### src/rtl/pwm_capture_pkg.sv
// Shared types and defaults for the PWM capture block.
package pwm_capture_pkg;

   typedef enum logic [1:0] {
      IDLE,
      ARM,
      HIGH,
      LOW
   } capture_state_t;

   localparam int DEFAULT_DATA_WIDTH = 32;

endpackage

### src/rtl/pwm_capture_in_cond.sv
// Input conditioning: synchronizer, optional glitch filter, edge pulses.
// Define GLITCH_FILTER_EN to require FILTER_LEN stable clocks before s follows the input.
module pwm_in_cond
   import pwm_capture_pkg::*;
#(
   parameter int SYNC_STAGES = 2,
   parameter int FILTER_LEN  = 4
) (
   input  logic clk,
   input  logic rst,
   input  logic pwm_in,
   output logic s,
   output logic rise,
   output logic fall
);

   if (SYNC_STAGES < 2) begin : g_bad_sync
      $error("pwm_in_cond: SYNC_STAGES must be at least 2");
   end
   if (FILTER_LEN < 1) begin : g_bad_filter
      $error("pwm_in_cond: FILTER_LEN must be at least 1");
   end

   logic [SYNC_STAGES-1:0] sync_q, sync_d;
   logic                   s_prev_q, s_prev_d;

`ifdef GLITCH_FILTER_EN
   localparam int STAB_W = $clog2(FILTER_LEN + 1);

   logic              filt_q, filt_d;
   logic [STAB_W-1:0] stab_q, stab_d;

   // Any return to the current level restarts the stability count.
   always_comb begin
      filt_d = filt_q;
      stab_d = '0;
      if (sync_q[SYNC_STAGES-1] != filt_q) begin
         if (stab_q == STAB_W'(FILTER_LEN - 1)) filt_d = sync_q[SYNC_STAGES-1];
         else                                   stab_d = stab_q + 1'b1;
      end
   end

   always_ff @(posedge clk) begin
      if (rst) begin
         filt_q <= 1'b0;
         stab_q <= '0;
      end else begin
         filt_q <= filt_d;
         stab_q <= stab_d;
      end
   end

   assign s = filt_q;
`else
   assign s = sync_q[SYNC_STAGES-1];
`endif

   always_comb begin
      sync_d   = {sync_q[SYNC_STAGES-2:0], pwm_in};
      s_prev_d = s;
   end

   // NOTE: registers take non-blocking assignments so every flop samples pre-edge values.
   always_ff @(posedge clk) begin
      if (rst) begin
         sync_q   <= '0;
         s_prev_q <= 1'b0;
      end else begin
         sync_q   <= sync_d;
         s_prev_q <= s_prev_d;
      end
   end

   assign rise = s & ~s_prev_q;
   assign fall = ~s & s_prev_q;

endmodule

### src/rtl/pwm_capture.sv
// PWM capture: measures period and high time of each complete cycle on pwm_in,
// with valid/ready output, overrun and stuck-line flags. Optional: GLITCH_FILTER_EN.
module pwm_capture
   import pwm_capture_pkg::*;
#(
   parameter int DATA_WIDTH     = DEFAULT_DATA_WIDTH,
   parameter int SYNC_STAGES    = 2,
   parameter int TIMEOUT_CYCLES = 1000000,
   parameter int FILTER_LEN     = 4
) (
   input  logic                  clk,
   input  logic                  rst,
   input  logic                  en,
   input  logic                  pwm_in,
   input  logic                  meas_ready,
   input  logic                  ovr_clr,
   output logic                  meas_valid,
   output logic [DATA_WIDTH-1:0] period_cnt,
   output logic [DATA_WIDTH-1:0] high_cnt,
   output logic                  overrun,
   output logic                  stuck_high,
   output logic                  stuck_low
);

   if (TIMEOUT_CYCLES < 1 || (DATA_WIDTH < 31 && TIMEOUT_CYCLES >= (1 << DATA_WIDTH))) begin : g_bad_timeout
      $error("pwm_capture: TIMEOUT_CYCLES must be in 1 .. 2**DATA_WIDTH-1");
   end

   localparam logic [DATA_WIDTH-1:0] TIMEOUT_LIM = DATA_WIDTH'(TIMEOUT_CYCLES);

   logic s, rise, fall;

   pwm_in_cond #(
      .SYNC_STAGES (SYNC_STAGES),
      .FILTER_LEN  (FILTER_LEN)
   ) u_in_cond (
      .clk    (clk),
      .rst    (rst),
      .pwm_in (pwm_in),
      .s      (s),
      .rise   (rise),
      .fall   (fall)
   );

   capture_state_t        state_q, state_d;
   logic [DATA_WIDTH-1:0] cnt_q, cnt_d;
   logic [DATA_WIDTH-1:0] high_tmp_q, high_tmp_d;
   logic [DATA_WIDTH-1:0] period_q, period_d;
   logic [DATA_WIDTH-1:0] high_q, high_d;
   logic                  valid_q, valid_d;
   logic                  overrun_q, overrun_d;
   logic                  stuck_high_q, stuck_high_d;
   logic                  stuck_low_q, stuck_low_d;
   logic                  complete, timeout;

   // NOTE: every always_comb output gets a default first so no path can infer a latch.
   always_comb begin
      state_d      = state_q;
      high_tmp_d   = high_tmp_q;
      period_d     = period_q;
      high_d       = high_q;
      valid_d      = valid_q & ~meas_ready;
      overrun_d    = overrun_q & ~ovr_clr;
      stuck_high_d = stuck_high_q & ~(rise | fall);
      stuck_low_d  = stuck_low_q & ~(rise | fall);
      complete     = 1'b0;
      timeout      = 1'b0;

      if (rise)                 cnt_d = DATA_WIDTH'(1);
      else if (cnt_q != '1)     cnt_d = cnt_q + 1'b1;
      else                      cnt_d = cnt_q;

      if (!en) begin
         state_d = IDLE;
         cnt_d   = '0;
      end else begin
         timeout = (state_q != IDLE) && !rise && !fall && (cnt_q == TIMEOUT_LIM);
         unique case (state_q)
            IDLE: state_d = ARM;
            ARM:  if (rise) state_d = HIGH;
            HIGH: if (fall) begin
               high_tmp_d = cnt_q;
               state_d    = LOW;
            end
            LOW:  if (rise) begin
               complete = 1'b1;
               state_d  = HIGH;
            end
            default: state_d = IDLE;
         endcase
         // A stuck line restarts the timeout window and rearms for a fresh first cycle.
         if (timeout) begin
            state_d = ARM;
            cnt_d   = '0;
            if (s) stuck_high_d = 1'b1;
            else   stuck_low_d  = 1'b1;
         end
      end

      if (complete) begin
         if (!valid_q || meas_ready) begin
            period_d = cnt_q;
            high_d   = high_tmp_q;
            valid_d  = 1'b1;
         end else begin
            overrun_d = 1'b1;
         end
      end
   end

   always_ff @(posedge clk) begin
      if (rst) begin
         state_q      <= IDLE;
         cnt_q        <= '0;
         high_tmp_q   <= '0;
         period_q     <= '0;
         high_q       <= '0;
         valid_q      <= 1'b0;
         overrun_q    <= 1'b0;
         stuck_high_q <= 1'b0;
         stuck_low_q  <= 1'b0;
      end else begin
         state_q      <= state_d;
         cnt_q        <= cnt_d;
         high_tmp_q   <= high_tmp_d;
         period_q     <= period_d;
         high_q       <= high_d;
         valid_q      <= valid_d;
         overrun_q    <= overrun_d;
         stuck_high_q <= stuck_high_d;
         stuck_low_q  <= stuck_low_d;
      end
   end

   assign meas_valid = valid_q;
   assign period_cnt = period_q;
   assign high_cnt   = high_q;
   assign overrun    = overrun_q;
   assign stuck_high = stuck_high_q;
   assign stuck_low  = stuck_low_q;

endmodule
### config.mk
export PLATFORM = sky130hd
export DESIGN_NAME = pwm_capture
export DESIGN_NICKNAME = d
export VERILOG_FILES = /design/src/rtl/pwm_capture_pkg.sv /design/src/rtl/pwm_capture_in_cond.sv /design/src/rtl/pwm_capture.sv
export SDC_FILE = /design/constraint.sdc
export NUM_CORES = 1
export LEC_CHECK = 0
export BUFFER_PORTS_ARGS = -buffer_cell sky130_fd_sc_hd__buf_2
export CAP_MARGIN = 0
export CORE_ASPECT_RATIO = 1.25
export CORE_MARGIN = 4
export CORE_UTILIZATION = 34
export CTS_BUF_LIST = sky130_fd_sc_hd__clkbuf_8 sky130_fd_sc_hd__clkbuf_16
export CTS_CLUSTER_SIZE = 12
export DETAILED_ROUTE_END_ITERATION = 7
export PLACE_DENSITY_LB_ADDON = 0.3
export SLEW_MARGIN = 40
export SYNTH_ARGS = -nofsm -noshare
export SYNTH_HDL_FRONTEND = slang
export SYNTH_SLANG_ARGS = --single-unit
### constraint.sdc
create_clock -name clk -period 2.21 [get_ports clk]
set_clock_uncertainty 0.1 [all_clocks]
set_input_delay 0.663 -clock clk [delete_from_list [all_inputs] [get_ports clk]]
set_output_delay 0.663 -clock clk [all_outputs]
set_load 0.02 [all_outputs]
# Word level (Yosys, flattened, before mapping)
# Index checks and enable logic that the tools add are counted.
dict set report word_totals {
  ff_bits 137
  input_bits 6
  word_cells 73
}
dict set report op_classes {
  n_addsub 1
  eq_ne 9
  n_mux 19
  n_bitwise 13
  n_reduce_logical 18
}
# operator n
set ops {}
lappend ops {{32-bit by 1-bit adder with 32-bit output, second input constant} 1}
lappend ops {{32-bit by 20-bit equality test with 1-bit output, second input constant} 1}
lappend ops {{32-bit != test, second input constant} 1}
lappend ops {{1-bit 2-to-1 mux} 16}
lappend ops {{1-bit AND} 6}
lappend ops {{1-bit inverter} 6}
lappend ops {{2-bit case mux with 3 select lines} 1}
lappend ops {{2-bit AND reduction} 3}
lappend ops {{2-bit equality test, second input constant} 2}
lappend ops {{2-bit 2-to-1 mux} 2}
lappend ops {{2-bit nonzero test} 2}
lappend ops {{2-bit OR reduction} 2}
lappend ops {{4-bit OR reduction} 1}
lappend ops {{1-bit logical AND} 3}
lappend ops {{1-bit zero test} 3}
lappend ops {{3-bit by 1-bit != test with 1-bit output, second input constant} 1}
lappend ops {{3-bit != test, second input constant} 1}
lappend ops {{3-bit AND reduction} 1}
lappend ops {{3-bit OR reduction} 1}
lappend ops {{2-bit by 1-bit equality test with 1-bit output, second input constant} 1}
lappend ops {{2-bit zero test} 1}
lappend ops {{2-bit by 1-bit != test with 1-bit output, second input constant} 1}
lappend ops {{2-bit != test, second input constant} 1}
lappend ops {{1-bit logical OR} 1}
lappend ops {{1-bit bitwise OR} 1}

# Longest topological paths before layout
# Gate-level depths: netlist of the first run.
dict set report depth {
  depth_word 8
  mapped_depth 9
  mapped_depth_nobuf 7
}

# Hierarchy
# A second synthesis of the first run with hierarchy kept.
dict set report unflattened {
  cells_unflattened 688
  area_unflattened_um2 5577.8
}
# mod n_inst cells_each area_per_inst_um2 seq_area_each_um2
set modules_own_cells {}
lappend modules_own_cells {pwm_capture 1 680 5486.5 2682.6}
lappend modules_own_cells {pwm_in_cond 1 8 91.3 60.1}

# Worst setup path after synthesis of the first run
# No wires, ideal clock.
dict set report synth_path {
  path_type {register to register}
  start {register u_in_cond.sync_q[1]}
  end {register cnt_q[29]}
  setup_time_ps 129
  arrival_ps 1818
  t_required_ps 1981
  slack_ps 163
  path_stages_with_launch 9
  n_path_buf 1
  synth_period_minus_slack_ps 2047
  cell_sequence {dfxtp_1 -> inv_1 -> ha_1 -> nor4b_1 -> nand4_1 -> or4_4 -> nand3_2 -> buf_6 -> a211oi_1}
}
dict set report synth_between {
  elab_chain_cells 6
}
# item line
set synth_rtl {}
lappend synth_rtl {{from (decl)} pwm_capture_in_cond.sv:24} ;# logic [SYNC_STAGES-1:0] sync_q, sync_d;
lappend synth_rtl {{from (signal assigned)} pwm_capture_in_cond.sv:69} ;# sync_q <= sync_d;
lappend synth_rtl {{1-bit AND / 1-bit inverter (equally long branches)} {pwm_capture_in_cond.sv:74, pwm_capture_in_cond.sv:75}}
lappend synth_rtl {{1-bit zero test / 1-bit AND (equally long branches)} {pwm_capture.sv:77, pwm_capture_in_cond.sv:75}}
lappend synth_rtl {{1-bit logical AND / 1-bit zero test (equally long branches)} pwm_capture.sv:77} ;# timeout = (state_q != IDLE) && !rise && !fall && (cnt_q == TIMEOUT_LIM);
lappend synth_rtl {{1-bit logical AND (2 in a row)} pwm_capture.sv:77}
lappend synth_rtl {{4-bit OR reduction (no source line) *} -}
lappend synth_rtl {{to (signal assigned)} pwm_capture.sv:124} ;# cnt_q <= cnt_d;
lappend synth_rtl {{to (decl)} pwm_capture.sv:46} ;# logic [DATA_WIDTH-1:0] cnt_q, cnt_d;
# Every way passes the cells marked *; elsewhere a longest branch is shown, timed or not.
# A chain may end at the register's enable or synchronous reset.

# Worst setup path in the final report of the first run
dict set report layout_path {
  start {register cnt_q[1]}
  end {register cnt_q[26]}
}
dict set report layout_between {
  elab_chain_cells 3
}
# item
set layout_rtl {}
lappend layout_rtl {{parallel branches: the longest is 3 deep, another holds 32-bit by 1-bit adder with 32-bit output}}
# Parallel ways; which one is timed is not known.

==> impl_metrics.yaml, run 1 <==
yosys:
  ys_ff_latch: 137
  synth-main-ff-cell: "dfxtp_1"
  synth-warning-count: 0
  synth.distinct_cells: 47
  synth_nets: 688
  ys_seq_area_share_pct: 50.3
  synthesis.area_sq_um: 5450
  synth_edf_count: 0
  synthCells: 678
  async_flop_share_pct: 0
  synth.avg_cell_area_sq_um: 8.04
setup_path:
  cp.required_ps: 2420
  rrSetupSlack_ps: 100
  crit_start: "cnt_q[1]"
  endpoint_kind: "flop"
  crit_arrival_ps: 2310
  r2r_cells: 6
  path_max_fanout: 7
  critical_path_class: "reg2reg"
  r2r-end: "cnt_q[26]"
  startpoint_type: "flop"
  r2r-start: "cnt_q[1]"
finish:
  finalNetCount: 765
  utilization_pct: 43.1
  drive_above_1_share_pct: 19.9
  diodes: 0
  fin_area_sq_um: 6740
  syn_to_final_growth_pct: 23.6
min_path:
  min_from: "u_in_cond.sync_q[0]"
  hp-class: "reg2reg"
  worstHoldPathCells: 1
  holdPathEnd: "u_in_cond.sync_q[1]"
sta:
  setup_viol: 0
  final-hold-violation-count: 0
  fmax_mhz: 474
  worst_slew_pin_slew_ps: 528
  whs_ps: 340
  finalMaxSlewViolations: 0
  rsz0062_at_grt: "no"
  slew_headroom_pct: 64.8
  fin_crit_ps: 2110
  finalCritPeriodShare_pct: 95.4
  fin_setup_tns_ps: 0
placement:
  place_area_sq_um: 6150
  place_congestion: 0.830
  port-buffer-count: 73
  hpwl_mm: 9.17
route:
  vias: 4778
  avgRoutedWirePerCell_um: 13.8
  dr_wl_met3_um: 449
  drt_iter0_drc: 296
  wl_met1_mm: 6.20
  dr_wl_met2_mm: 6.61
  routed_wl_mm: 13.6
  route.top_layer_used: "met4"
  via_per_inst: 4.88
  drtAntennaViolNets: 0
  drtPass1Iterations: 5
  route.detailed.drc: 0
clock_network:
  clock_sinks: 137
  cts_tree: "built"
  cts_made_buffers: 17
  cts_setup_buffers: 0
  htreeDepth: 4
  worstSkewPairLatency_ps: 410
  ctsRootBufferMaster: "clkbuf_16"
  clock_path_buffers: 2
  clk_pin_slew_ps: 60
floorplanning:
  core_area_sq_um: 15600
  rows: 51
  io_pins: 74
  die_width_um: 121
  initial_core_util_pct: 34.9
  die_h_um: 150
  dieArea_sq_um: 18100
power:
  power.leakage_uw: 0.00246
  peakVddDrop_v: 0.000478
  cellPowerDensity_nw_per_um2: 768
run_status:
  status: "completed"
global_route:
  grt_pass1_vias: 4486
  grt_max_degree: 65
  grt_pass1_wl_mm: 22.3
  grt-ovfl-total: 0
  antenna_found_initial: 0
  globalRouteTotalUtil_pct: 15.2
run:
  maxCapViolCount: 0
-- how the worst max path moves through the flow --
stage                       to  slack [ps]  depth (start not counted)
finish               cnt_q[26]         100                          6
global route         cnt_q[26]           8                          6
CTS                 stuck_high          40                          8
detailed placement   stuck_low           8                          8
global placement    stuck_high          50                          8
floorplan            cnt_q[29]         160                          8
-- sequential cells by signal (all words and copies together) (netlist names) --
name,cells
cnt_q,32
high_cnt,32
high_tmp_q,32
period_cnt,32
state_q,2
u_in_cond.sync_q,2
meas_valid,1
overrun,1
stuck_high,1
stuck_low,1
u_in_cond.s_prev_q,1
-- power by group --
| group | internal, uW | switching, uW | total, uW |
|---|---|---|---|
| clock network | 1560 | 1050 | 2610 |
| logic | 26.4 | 54.9 | 81.3 |
| registers | 2480 | 5.40 | 2480 |
| total | 4060 | 1110 | 5170 |
-- repair_timing --
action / in CTS / in global routing
hold buffers: 0 / 0
cloned: 0 / 0
pin swaps: 0 / 2
hold endpoints to repair: 0 / 0
gates resized for setup: 1 / 8
endpoints found under the setup margin: 2 / 35
-- layout make-up --
cell class	count	area, sq um
fill	1591	8900
clock buffer	18	439
multi-input combinational	482	2470
tap	212	265
sequential	137	2740
inverter	10	37.5
timing repair buffer	107	673
clock inverter	14	109
-- cells by family after synthesis --
group,count (synthesis),synth area share [%]
xor gates and xnor gates,12,1.93
AOI/OAI and AO/OA,148,14.6
DFF,137,50.3
buffers and inverters,59,5.33
adders and majority gates,4,0.918
and+or+nand+nor,316,26.5
muxes,2,0.367
-- cells in the mapped netlist, drive strengths merged, types with 9 or more instances --
cell type / number / share of area [%]
nand2: 210 / 14
dfxtp: 137 / 50
nand3: 14 / 1.5
nor2: 22 / 1.5
inv: 10 / 0.69
buf: 17 / 2.4
or4: 10 / 1.4
clkbuf: 32 / 2.2
nand4: 9 / 1.0
a21oi: 118 / 11
o21ai: 10 / 0.92
xnor2: 9 / 1.4
-- per-stage QoR --
step | std cells | setup WS [ps] | power, uW
after floorplan | 678 | 163 | 2590
after detailed placement | 948 | 7.87 | 2610
after global routing | 980 | 8.42 | 5360
after CTS | 980 | 37.0 | 5230
after global placement | 948 | 45.7 | 2610
final | 980 | 102 | 5170
-- layout by cell type, fill, tap and decap left out, types with 2 or more instances in the layout --
| master | synthesis | routed |
|---|---|---|
| xor2_1 | 3 | 3 |
| inv_1 | 9 | 12 |
| o21ai_0 | 9 | 9 |
| clkbuf_16 | 0 | 17 |
| nor4b_1 | 3 | 2 |
| clkinvlp_4 | 0 | 4 |
| clkinv_2 | 0 | 4 |
| buf_12 | 0 | 4 |
| nor3_1 | 3 | 3 |
| xnor2_1 | 9 | 9 |
| buf_2 | 7 | 72 |
| and3_1 | 7 | 7 |
| or2_2 | 3 | 3 |
| nor4_1 | 3 | 2 |
| nand2b_1 | 4 | 3 |
| nor2b_1 | 6 | 5 |
| inv_6 | 0 | 2 |
| nand3_1 | 12 | 12 |
| a21oi_1 | 118 | 118 |
| buf_4 | 2 | 31 |
| or4_1 | 9 | 9 |
| nand2_1 | 210 | 210 |
| and2_1 | 3 | 3 |
| dfxtp_1 | 137 | 136 |
| or3_1 | 6 | 6 |
| nand4_1 | 9 | 9 |
| a211oi_1 | 2 | 2 |
| ha_1 | 4 | 3 |
| mux2i_1 | 2 | 2 |
| a22o_1 | 3 | 3 |
| nor2_1 | 22 | 21 |
| and4_1 | 7 | 7 |
| a31oi_1 | 3 | 3 |
| o31ai_1 | 7 | 7 |
-- worst max-delay path, stage by stage (launching register included) --
cell,delay (ps)
dfxtp_1,470
ha_1,210
and3_1,210
nand4_1,240
or4_1,580
xor2_1,150
nor2_1,50
-- per-layer routing --
layer / track usage (%) / vias up
met1: 19.2 / 2243
met4: 5.83 / 0
met2: 25.3 / 76
met3: 3.44 / 18
li1: - / 2441
met5: 0 / -
Note: power is estimated with default switching activity, not from simulation.
==> run 2: changes to the inputs <==
--- a/config.mk
+++ b/config.mk
@@ -13,6 +13,7 @@
 export CTS_BUF_LIST = sky130_fd_sc_hd__clkbuf_8 sky130_fd_sc_hd__clkbuf_16
 export CTS_CLUSTER_SIZE = 12
 export DETAILED_ROUTE_END_ITERATION = 7
+export GPL_TIMING_DRIVEN = 0
 export PLACE_DENSITY_LB_ADDON = 0.3
 export SLEW_MARGIN = 40
 export SYNTH_ARGS = -nofsm -noshare
==> run 2 against run 1 <==
Flip-flop and latch count did not move; core utilization grew 0.24 points; first-iteration DRC count up 7.8%; final cell count grew 1.3%; final area increased by 0.56%; worst setup slack got worse by 29 ps; critical endpoint is now cnt_q[17]; largest cell class unchanged.
==> impl_metrics.yaml, run 2 (same netlist as run 1, synthesis figures left out) <==
run_status:
  status: "completed"
sta:
  fmax_mhz: 468
  setup_viol: 0
  setup_ws_ps: 73.1
  slew_headroom_pct: 55.2
  fin_crit_ps: 2140
  whs_ps: 340
  final-hold-violation-count: 0
  finalMaxSlewViolations: 0
  fin_setup_tns_ps: 0
  worst_slew_pin_slew_ps: 671
  finalCritPeriodShare_pct: 96.7
  rsz0062_at_grt: "yes"
route:
  avgRoutedWirePerCell_um: 14.4
  route.top_layer_used: "met4"
  dr_wl_met2_mm: 7.10
  via_per_inst: 4.84
  drtAntennaViolNets: 0
  routed_wl_mm: 14.3
  route.detailed.drc: 0
  drt_iter0_drc: 319
  drtPass1Iterations: 4
  vias: 4808
  wl_met1_mm: 6.32
  dr_wl_met3_um: 667
finish:
  utilization_pct: 43.3
  drive_above_1_share_pct: 18.7
  final_cell_mix: "nand2_1, dfxtp_1, a21oi_1, buf_2, clkbuf_1"
  syn_to_final_growth_pct: 24.3
  final_common_cell: "nand2_1"
  diodes: 0
  finalNetCount: 778
  num-fill-cells: 1631
setup_path:
  path_max_fanout: 9
  rrSetupSlack_ps: 70
  critPathTopFamily: "simple AND/OR/NAND/NOR gates"
  r2r_cells: 8
  r2r-end: "cnt_q[17]"
  startpoint_type: "flop"
  endpoint_kind: "flop"
  critical_path_class: "reg2reg"
  slowest_delay_ps: 420
  r2r-start: "cnt_q[0]"
  crit_arrival_ps: 2380
  crit_buf_inv: 2
  cp.required_ps: 2460
  slowest_stage: "or4_1"
  path_cells: "ha_4 -> and3_1 -> and4_1 -> buf_4 -> and3_4 -> buf_6 -> or4_1 -> a21oi_2"
floorplanning:
  die_width_um: 121
  io_pins: 74
  initial_core_util_pct: 34.9
  die_h_um: 150
  rows: 51
  dieArea_sq_um: 18100
  core_area_sq_um: 15600
placement:
  port-buffer-count: 73
  hpwl_mm: 10.2
  place_congestion: 0.843
  place_ws_ps: -314
run:
  maxCapViolCount: 0
global_route:
  globalRouteTotalUtil_pct: 16.3
  grt_pass1_vias: 4615
  grt_max_degree: 17
  grt-ovfl-total: 0
  grt_pass1_wl_mm: 23.5
  antenna_found_initial: 0
clock_network:
  htreeDepth: 4
  clk_pin_slew_ps: 60
  worstSkewPairLatency_ps: 410
  clock_sinks: 137
  cts_tree: "built"
  cts_made_buffers: 17
  ctsRootBufferMaster: "clkbuf_16"
  clock_path_buffers: 2
min_path:
  hp-class: "reg2reg"
  worstHoldPathCells: 1
  min_from: "u_in_cond.sync_q[0]"
  holdPathEnd: "u_in_cond.sync_q[1]"
power:
  power_uw: 5490
  cellPowerDensity_nw_per_um2: 810
  power.leakage_uw: 0.00242
  peakVddDrop_v: 0.000480
## run 2: cell count changes in the layout (fill, tap and decap cells not counted), moves of 2 or more
cell,delta
clkbuf_8,+2
inv_1,-2
buf_1,+2
buf_6,+8
clkbuf_1,+27
buf_2,+7
clkbuf_2,+2
dfxtp_1,-5
dfxtp_2,+3
buf_4,-30
buf_12,-4
bufinv_16,+2
dfxtp_4,+2
## run 2: metal layers
metal	track usage, %	up-vias
met4	6.22	0
met3	3.52	20
met2	27.7	110
met1	20.3	2214
met5	0	-
li1	-	2464
## run 2: final cells by class
| type | count | area [sq um] | area share, % |
|---|---|---|---|
| clock inverter | 12 | 148 | 2.18 |
| tap | 212 | 265 | 3.92 |
| timing repair buffer | 73 | 365 | 5.39 |
| clock buffer | 20 | 467 | 6.89 |
| buffer | 47 | 254 | 3.75 |
| inverter | 10 | 37.5 | 0.554 |
| multi-input combinational | 482 | 2480 | 36.6 |
| sequential | 137 | 2760 | 40.7 |
## run 2: how the worst max path moves through the flow
| stage | from | end | slack, ps | depth (start not counted) |
|---|---|---|---|---|
| 6_report | cnt_q[0] | cnt_q[17] | 70 | 8 |
| 4_1_cts | cnt_q[0] | cnt_q[1] | 4 | 9 |
| 3_5_place_dp | en | high_cnt[29] | -310 | 7 |
| 3_3_place_gp | en | high_cnt[29] | -300 | 7 |
| 2_1_floorplan | u_in_cond.sync_q[1] | cnt_q[29] | 160 | 8 |
| 5_1_grt | u_in_cond.sync_q[1] | period_cnt[18] | -100 | 7 |
## run 2: where the power goes
part | switching, uW | leakage, uW | internal (uW)
clock | 1060 | 0.000296 | 1860
combinational | 64.9 | 0.00102 | 26.7
sequential | 7.21 | 0.00111 | 2470
## run 2: repair_timing
action                                  in CTS  in global routing
endpoints found under the hold margin        0                  0
endpoints found under the setup margin      92                 73
gates resized for setup                      8                 19
buffers inserted                             0                  0
pin swaps                                    1                  0
gates cloned                                 0                  0
hold buffers                                 0                  0
## run 2: stage by stage
| step | cell area [sq um] | cells |
|---|---|---|
| floorplan | 5450 | 678 |
| detailed placement | 6080 | 963 |
| finish | 6770 | 993 |
| global route | 6770 | 993 |
| CTS | 6720 | 994 |
| global placement | 6080 | 963 |
